`src/rtl/memory_verify.sv`:
```
// memory_verify: reads back every blanked SRAM word (0..LAST_ADDR) and checks
// it against the fill pattern {8{A[0]}, 16'h5533, A[7:0]}. It reports pass/fail,
// a saturating error count and the first failing address/data.
// Optional build macro MEMVERIFY_STOP_ON_ERROR_EN: stop at the first mismatch.
module memory_verify #(
  parameter int ADDR_WIDTH   = 18,
  parameter int LAST_ADDR    = 262141,
  parameter int READ_LATENCY = 2
) (
  input  logic                  clk,
  input  logic                  reset,
  input  logic                  enable,
  input  logic                  pause,
  input  logic [31:0]           data_read,
  output logic                  rden,
  output logic [ADDR_WIDTH-1:0] address,
  output logic                  done,
  output logic                  pass,
  output logic [ADDR_WIDTH-1:0] error_count,
  output logic [ADDR_WIDTH-1:0] first_error_address,
  output logic [31:0]           first_error_data
);

  typedef enum logic [1:0] {S_IDLE, S_ISSUE, S_DRAIN, S_DONE} state_t;

  localparam logic [ADDR_WIDTH-1:0] LAST     = ADDR_WIDTH'(LAST_ADDR);
  localparam logic [ADDR_WIDTH-1:0] ALL_ONES = '1;

  state_t                  state_q, state_d;
  logic [ADDR_WIDTH-1:0]   counter_q, counter_d;
  logic [ADDR_WIDTH-1:0]   address_q, address_d;
  logic                    rden_q, rden_d;
  logic [ADDR_WIDTH-1:0]   error_count_q, error_count_d;
  logic [ADDR_WIDTH-1:0]   first_addr_q, first_addr_d;
  logic [31:0]             first_data_q, first_data_d;

  // Tag pipe: entry 0 is loaded from the registered strobe/address the SRAM
  // actually sees, so the last entry lines up with data_read.
  logic                    pipe_valid_q [READ_LATENCY];
  logic                    pipe_valid_d [READ_LATENCY];
  logic [ADDR_WIDTH-1:0]   pipe_tag_q   [READ_LATENCY];
  logic [ADDR_WIDTH-1:0]   pipe_tag_d   [READ_LATENCY];
  logic                    pipe_flush;

  logic                    out_valid;
  logic [ADDR_WIDTH-1:0]   out_tag;
  logic [31:0]             expected_word;
  logic                    mismatch;
  logic                    drain_busy;

  genvar gi;
  generate
    for (gi = 0; gi < READ_LATENCY; gi++) begin : g_pipe
      if (gi == 0) begin : g_head
        assign pipe_valid_d[gi] = rden_q & ~pipe_flush;
        assign pipe_tag_d[gi]   = address_q;
      end else begin : g_body
        assign pipe_valid_d[gi] = pipe_valid_q[gi-1] & ~pipe_flush;
        assign pipe_tag_d[gi]   = pipe_tag_q[gi-1];
      end
    end
  endgenerate

  assign out_valid     = pipe_valid_q[READ_LATENCY-1];
  assign out_tag       = pipe_tag_q[READ_LATENCY-1];
  assign expected_word = {{8{out_tag[0]}}, 16'h5533, out_tag[7:0]};
  assign mismatch      = out_valid && (data_read != expected_word);

  // Reads still outstanding after this edge (the output entry is consumed now).
  always_comb begin
    drain_busy = rden_q;
    for (int i = 0; i < READ_LATENCY - 1; i++) begin
      drain_busy = drain_busy | pipe_valid_q[i];
    end
  end

  // Next-state, issue and compare logic.
  always_comb begin
    state_d       = state_q;
    counter_d     = counter_q;
    address_d     = address_q;
    rden_d        = 1'b0;
    error_count_d = error_count_q;
    first_addr_d  = first_addr_q;
    first_data_d  = first_data_q;
    pipe_flush    = 1'b0;

    // A result landing on the same edge as the move to DONE is still counted.
    if (mismatch) begin
      if (error_count_q != ALL_ONES) begin
        error_count_d = error_count_q + 1'b1;
      end
      if (error_count_q == '0) begin
        first_addr_d = out_tag;
        first_data_d = data_read;
      end
    end

    case (state_q)
      S_IDLE: begin
        if (enable) begin
          state_d   = S_ISSUE;
          counter_d = '0;
        end
      end
      S_ISSUE: begin
        if (!pause) begin
          address_d = counter_q;
          rden_d    = 1'b1;
          if (counter_q == LAST) begin
            state_d = S_DRAIN;
          end else begin
            counter_d = counter_q + 1'b1;
          end
        end
      end
      S_DRAIN: begin
        if (!drain_busy) begin
          state_d = S_DONE;
        end
      end
      default: begin
        state_d = S_DONE;
      end
    endcase

`ifdef MEMVERIFY_STOP_ON_ERROR_EN
    // First mismatch ends the run; reads still in flight are dropped.
    if (mismatch) begin
      state_d    = S_DONE;
      rden_d     = 1'b0;
      pipe_flush = 1'b1;
    end
`endif
  end

  // State registers; reset or enable low returns everything to idle/zero.
  always_ff @(posedge clk) begin
    if (reset || !enable) begin
      state_q       <= S_IDLE;
      counter_q     <= '0;
      address_q     <= '0;
      rden_q        <= 1'b0;
      error_count_q <= '0;
      first_addr_q  <= '0;
      first_data_q  <= '0;
      for (int i = 0; i < READ_LATENCY; i++) begin
        pipe_valid_q[i] <= 1'b0;
        pipe_tag_q[i]   <= '0;
      end
    end else begin
      state_q       <= state_d;
      counter_q     <= counter_d;
      address_q     <= address_d;
      rden_q        <= rden_d;
      error_count_q <= error_count_d;
      first_addr_q  <= first_addr_d;
      first_data_q  <= first_data_d;
      for (int i = 0; i < READ_LATENCY; i++) begin
        pipe_valid_q[i] <= pipe_valid_d[i];
        pipe_tag_q[i]   <= pipe_tag_d[i];
      end
    end
  end

  assign rden                = rden_q;
  assign address             = address_q;
  assign done                = (state_q == S_DONE);
  assign pass                = (state_q == S_DONE) && (error_count_q == '0);
  assign error_count         = error_count_q;
  assign first_error_address = first_addr_q;
  assign first_error_data    = first_data_q;

endmodule

```
`config.mk`:
```
export PLATFORM = sky130hd
export DESIGN_NAME = memory_verify
export DESIGN_NICKNAME = d
export VERILOG_FILES = /design/src/rtl/memory_verify.sv
export SDC_FILE = /design/constraint.sdc
export NUM_CORES = 1
export LEC_CHECK = 0
export BUFFER_PORTS_ARGS = -buffer_cell sky130_fd_sc_hd__buf_2
export CAP_MARGIN = 25
export CORE_AREA = 4 4 112 114
export DETAILED_ROUTE_END_ITERATION = 6
export DIE_AREA = 0 0 116 118
export PLACE_DENSITY = 0.78
export SYNTH_ARGS = -nofsm -noshare
export SYNTH_HDL_FRONTEND = slang
export SYNTH_SLANG_ARGS = --single-unit
export TNS_END_PERCENT = 10
```
`constraint.sdc`:
```
create_clock -name clk -period 3.35 [get_ports clk]
set_input_delay 0.5025 -clock clk [delete_from_list [all_inputs] [get_ports clk]]
set_output_delay 0.5025 -clock clk [all_outputs]
set_load 0.01 [all_outputs]
```
; Word level (Yosys, flattened, before mapping)
; Memory sizes are Yosys's and may differ from the RTL's.
; Index checks and enable logic that the tools add are counted.
; W data, S select, Z words.
[word_totals]
out_inout_bits = 89
latch_bits = 0
n_memories = 2
mem_bits_ro = 0
input_bits = 36
elab_cells = 59
mem_bits_rw = 38
ff_bits = 107
[op_classes]
shift = 0
n_mul = 0
eq_ne = 11
n_div = 0
n_mux = 17
n_lt_le_gt_ge = 0
bitwise = 7
add_sub_neg = 2
reduce_logical = 13
[memory_table]
columns = name, depth, word_bits, read_ports, rd_ports_with_merged_regs, write_ports, line
row1 = pipe_tag_q, 2, 18, 2, 0, 2, 41  ; logic [ADDR_WIDTH-1:0] pipe_tag_q [READ_LATENCY];
row2 = pipe_valid_q, 2, 1, 2, 0, 2, 39  ; logic pipe_valid_q [READ_LATENCY];
[op_table]
columns = operator, count
row1 = $mux W18, 5
row2 = $add A18 B1 Y18 const B, 2
row3 = $pmux W18 S2, 1
row4 = $ne A32 B32 Y1, 1
row5 = $eq A18 B18 Y1 const B, 1
row6 = $logic_not A18 Y1, 1
row7 = $ne A18 B18 Y1 const B, 1
row8 = $ne A2 B2 Y1 const B, 5
row9 = $mux W2, 4
row10 = $reduce_and A4 Y1, 2
row11 = $mux W1, 6
row12 = $pmux W2 S3, 1
row13 = $reduce_and A2 Y1, 3
row14 = $or A1 B1 Y1, 5
row15 = $eq A2 B2 Y1 const B, 2
row16 = $eq A2 B1 Y1 const B, 1
row17 = $logic_and A1 B1 Y1, 2
row18 = $logic_not A2 Y1, 1
row19 = $not A1 Y1, 2
row20 = $reduce_bool A2 Y1, 1
row21 = $reduce_or A2 Y1, 1
row22 = $logic_not A1 Y1, 1
row23 = $logic_or A1 B1 Y1, 1

; Logic depth before layout (Yosys ltp)
[depth]
depth_word = 5
depth_mapped = 8
depth_no_buf = 7

; Least setup slack after synthesis
; OpenSTA, ideal clock, no wires.
[synth_path]
path_type = input to register
startpoint = input data_read[27]
endpoint = register error_count_q[16], in the netlist error_count[16]
slack_ps = 1366
t_arrival_ps = 1904
required_time_ps = 3271
setup_time_ps = 79
path_buffers = 1
cell_stages = 6
cell_sequence = nor4_2 -> nand3b_2 -> a2111oi_4 -> buf_6 -> nor3_1 -> a211oi_2
[synth_via]
elab_chain_len = 3
[synth_rtl]
columns = element, line
row1 = start: declaration, 14  ; input logic [31:0] data_read,
row2 = $ne A32 B32 Y1, 67  ; assign mismatch = out_valid && (data_read != expected_word);
row3 = $logic_and A1 B1 Y1, 67
row4 = $reduce_and A2 Y1 (no line), n/a
row5 = end signal: assignment, 156  ; error_count_q <= error_count_d;
row6 = end: declaration, 33  ; logic [ADDR_WIDTH-1:0] error_count_q, error_count_d;
; No other way between the ends.
; A chain may end at the register's enable or synchronous reset.

==> results.md <==
* Max-capacitance violation count at 0
* Max IR drop VDD at 449.6 uV
* WHS Path Cells at 3
* Setup Buffers After CTS at 0
* Leakage at 2.711 nW
* # H-tree levels at 4
* Yosys top cell by area: dfxtp_1
* Setup violators final at 0
* Flop-to-flop setup slack at 0.90 ns
* Worst R2R End: first_error_address[13]$_SDFFE_PP0P_
* Mapped cell area at 6220 um^2
* DRC Markers at 0
* Total GRT Usage at 23.68%
* Total number of vias at 5792
* Final min period at 2.451 ns
* Fmax at 408.0 MHz
* Final hold viol count at 0
* Syn Area/Cell at 8.651 um^2
* DRT iter0 DRCs at 613
* Initial antenna violation count at 0
* Hpwl dp at 11.20 mm
* Die W at 116 um
* Via density at 6.065
* Global-route wire length before repair at 26.40 mm
* Cells after synthesis at 719
* Outcome: completed
* Reg2reg path depth at 6
* Drt first pass iters at 5
* Simple-Gate Fraction of Synth Area at 26.35%
* Placed cell areas at 6738 um^2
* Cell Pwr Density at 520.5 nW/um^2
* Async SR Flop Fraction at 0%
* DIE AREA at 13690 um^2
* Synth Area in Compound Gates at 17.66%
* Post-synthesis net count at 759
* Flops & latches, synth at 145
* Fin. max-slew vios at 0
* Final Cycle Share at 73.17%
* CTS buffer count at 17
* Crit path max-delay family: compound AO/OA/AOI/OAI gates
* Input/output buffers at 124
* Share of the synthesized area in the top cell type at 46.67%
* CTS Root Cell: clkbuf_16
* Slew margin rel. at 36.90%
* Top post-synthesis cells by area: dfxtp_1, a21oi_1, nand4_1
* WP depth at 6
* CP max stage delay at 0.82 ns
* Final antenna-violating net count at 0
* Prevailing post-synth register cell: dfxtp_1
* Xor and xnor fraction of the mapped netlist area at 1.127%
* Startpoint Class: flip-flop
* Worst-path maximum fanout at 31
* Clock sinks at 145
* Req. time, crit path at 3.62 ns
* Largest family of logic cells by synthesized area: simple AND/OR/NAND/NOR gates
* Clock Tree Buf Depth at 2
* Mux share of post-synthesis cell area at 0.9656%
* Critical path class: flip-flop to flip-flop
* Post-CTS resize count at 0
* Initial Util at 54.47%
* Worst skew pair latency at 0.43 ns
* Routed WL at 16.39 mm
* Worst-Margin Slew at 0.9465 ns
* GP Congestion at 0.8964
* Synth unique cells at 57
* Clock transition at path regs at 0.06 ns
* Final instance area at 7373 um^2
* Worst setup EP type: flip-flop
* Filler instances at 957
* CTS tree: yes
* Worst Hold Launch: data_read[5]
* ANT cells at 0
* Max stage delay cell, worst path: a2111o_1
* Core area at 11420 um^2
* Worst-path cell chain: and4_1, nand3_1, a2111o_1, buf_4, nand4_1, a21oi_1
* Die Span Y at 118 um
* Sequential area share after synthesis at 46.67%
* Global route overflow at 0
* Worst r2r src: pipe_tag_q[0][18]$_SDFF_PP0_
* I/O pin count at 125
* Drt wl/cell at 17.16 um
* Setup TNS at 0 ns
* Adder-cell share of the synthesized area at 0.8047%
* Worst hold path endpoint: first_error_data[5]$_SDFFE_PP0P_
* Synth-to-Final Area Change at 18.55%
* WP buf/inv at 1
* Critical path arrival at 2.73 ns
* Fraction of layout cells with a size suffix above 1 at 22.41%
* EDFF count, synth at 0
* Largest net degree at the start of global routing at 78
* Worst Hold Class: input port to flip-flop
* Number of global-route vias before repair at 5372
* Clock Skew at 0.01472 ns
* # hold bufs at CTS at 0
* Layout Nets at 839
* Yosys warns at 0
* Cell row count at 39
* Unrepaired setup endpoints after global routing: false
-- where the power goes --
| group | total (mW) | internal [mW] | switching [mW] |
|---|---|---|---|
| Clock | 2.01 | 1.28 | 0.725 |
| Combinational | 0.101 | 0.0330 | 0.0676 |
| Sequential | 1.73 | 1.73 | 0.00297 |
-- flip-flops by register name, indices dropped and copies added (netlist names) --
| signal | count |
|---|---|
| first_error_data | 32 |
| state_q | 2 |
| first_error_address | 18 |
| address | 18 |
| counter_q | 18 |
| pipe_valid_q | 2 |
| rden | 1 |
| error_count | 18 |
| pipe_tag_q | 36 |
-- Yosys cell counts (5+ instances only) --
cell type,count
and3_1,6
nor4_1,6
nand4_1,66
mux2i_1,6
clkbuf_2,5
nor3_1,10
nand3_1,20
and2_1,39
xnor2_1,8
nor4bb_1,6
or3_1,15
buf_4,19
o21ai_1,19
inv_1,10
buf_2,5
o21ai_0,51
dfxtp_1,145
o31ai_1,10
or4_1,10
nand2_1,62
nor2_1,14
nand2b_1,8
clkbuf_1,41
a21oi_1,89
-- logic make-up (layout without fill, tap and decap cells) --
group	after synthesis	in the layout
compound gates	191	191
xor+xnor	8	8
fa+ha+maj	4	4
buf+inv	82	175
flops	145	145
mux	6	6
simple gates	283	283
-- worst reg2reg max path: stages (launching register included) --
cell	delay (ns)
dfxtp_1	0.44
and4_1	0.22
nand3_1	0.22
a2111o_1	0.82
buf_4	0.39
nand4_1	0.15
a21oi_1	0.08
-- cell type report --
type | count | area (um^2) | area share [%]
flip-flops and latches | 145 | 2904 | 39.39
clock inverters | 13 | 182.7 | 2.478
well taps | 143 | 178.9 | 2.427
clock buffers | 19 | 452.9 | 6.143
repair buffers | 133 | 688.2 | 9.333
multi-input cells | 492 | 2929 | 39.73
inverters | 10 | 37.54 | 0.5091
-- placed cells by master, fill, tap and decap left out, types with 7 or more instances in the layout --
master,netlist,final
nand3_1,20,20
inv_1,10,10
nand4_1,66,66
o21ai_1,19,19
nor3_1,10,10
and2_1,39,39
xnor2_1,8,8
clkbuf_16,0,17
or4_1,10,10
dfxtp_1,145,144
nor2_1,14,14
nand2b_1,8,7
buf_4,19,9
buf_2,5,124
or3_1,15,15
o31ai_1,10,10
nand2_1,62,62
a21oi_1,89,89
o21ai_0,51,51
-- per-stage QoR --
| stage | power [mW] | std cells | hold WS (ns) | utilization [%] | setup WS [ns] |
|---|---|---|---|---|---|
| after CTS | 3.858 | 955 | 0.3534 | 64.57 | 0.9412 |
| after floorplan | 1.821 | 719 | 0.4057 | - | 1.366 |
| after global placement | 1.863 | 922 | 0.4077 | 58.94 | 0.7333 |
| final | 3.837 | 955 | 0.3598 | 64.57 | 0.8988 |
| after global routing | 3.947 | 955 | 0.3572 | 64.57 | 0.7533 |
| after detailed placement | 1.866 | 923 | 0.4097 | 59.01 | 0.6547 |
-- routing by layer --
| metal | GRT usage [%] | vias to the layer above | share of wire (%) |
|---|---|---|---|
| met5 | 0 | - | 0 |
| met4 | 8.412 | 0 | 1.9 |
| met3 | 6.427 | 34 | 8.2 |
| met2 | 38.31 | 249 | 49 |
| met1 | 30.12 | 2750 | 41 |
| li1 | - | 2759 | - |
-- worst max path at each step --
stage,from,to
2_1_floorplan,data_read[27],error_count[16]$_SDFFE_PP0P_
3_3_place_gp,data_read[27],first_error_address[12]$_SDFFE_PP0P_
3_5_place_dp,data_read[27],first_error_address[5]$_SDFFE_PP0P_
4_1_cts,pipe_tag_q[0][18]$_SDFF_PP0_,first_error_address[13]$_SDFFE_PP0P_
5_1_grt,error_count[0]$_SDFFE_PP0P_,error_count[14]$_SDFFE_PP0P_
6_report,pipe_tag_q[0][18]$_SDFF_PP0_,first_error_address[13]$_SDFFE_PP0P_
Note: power is estimated with default switching activity, not from simulation.
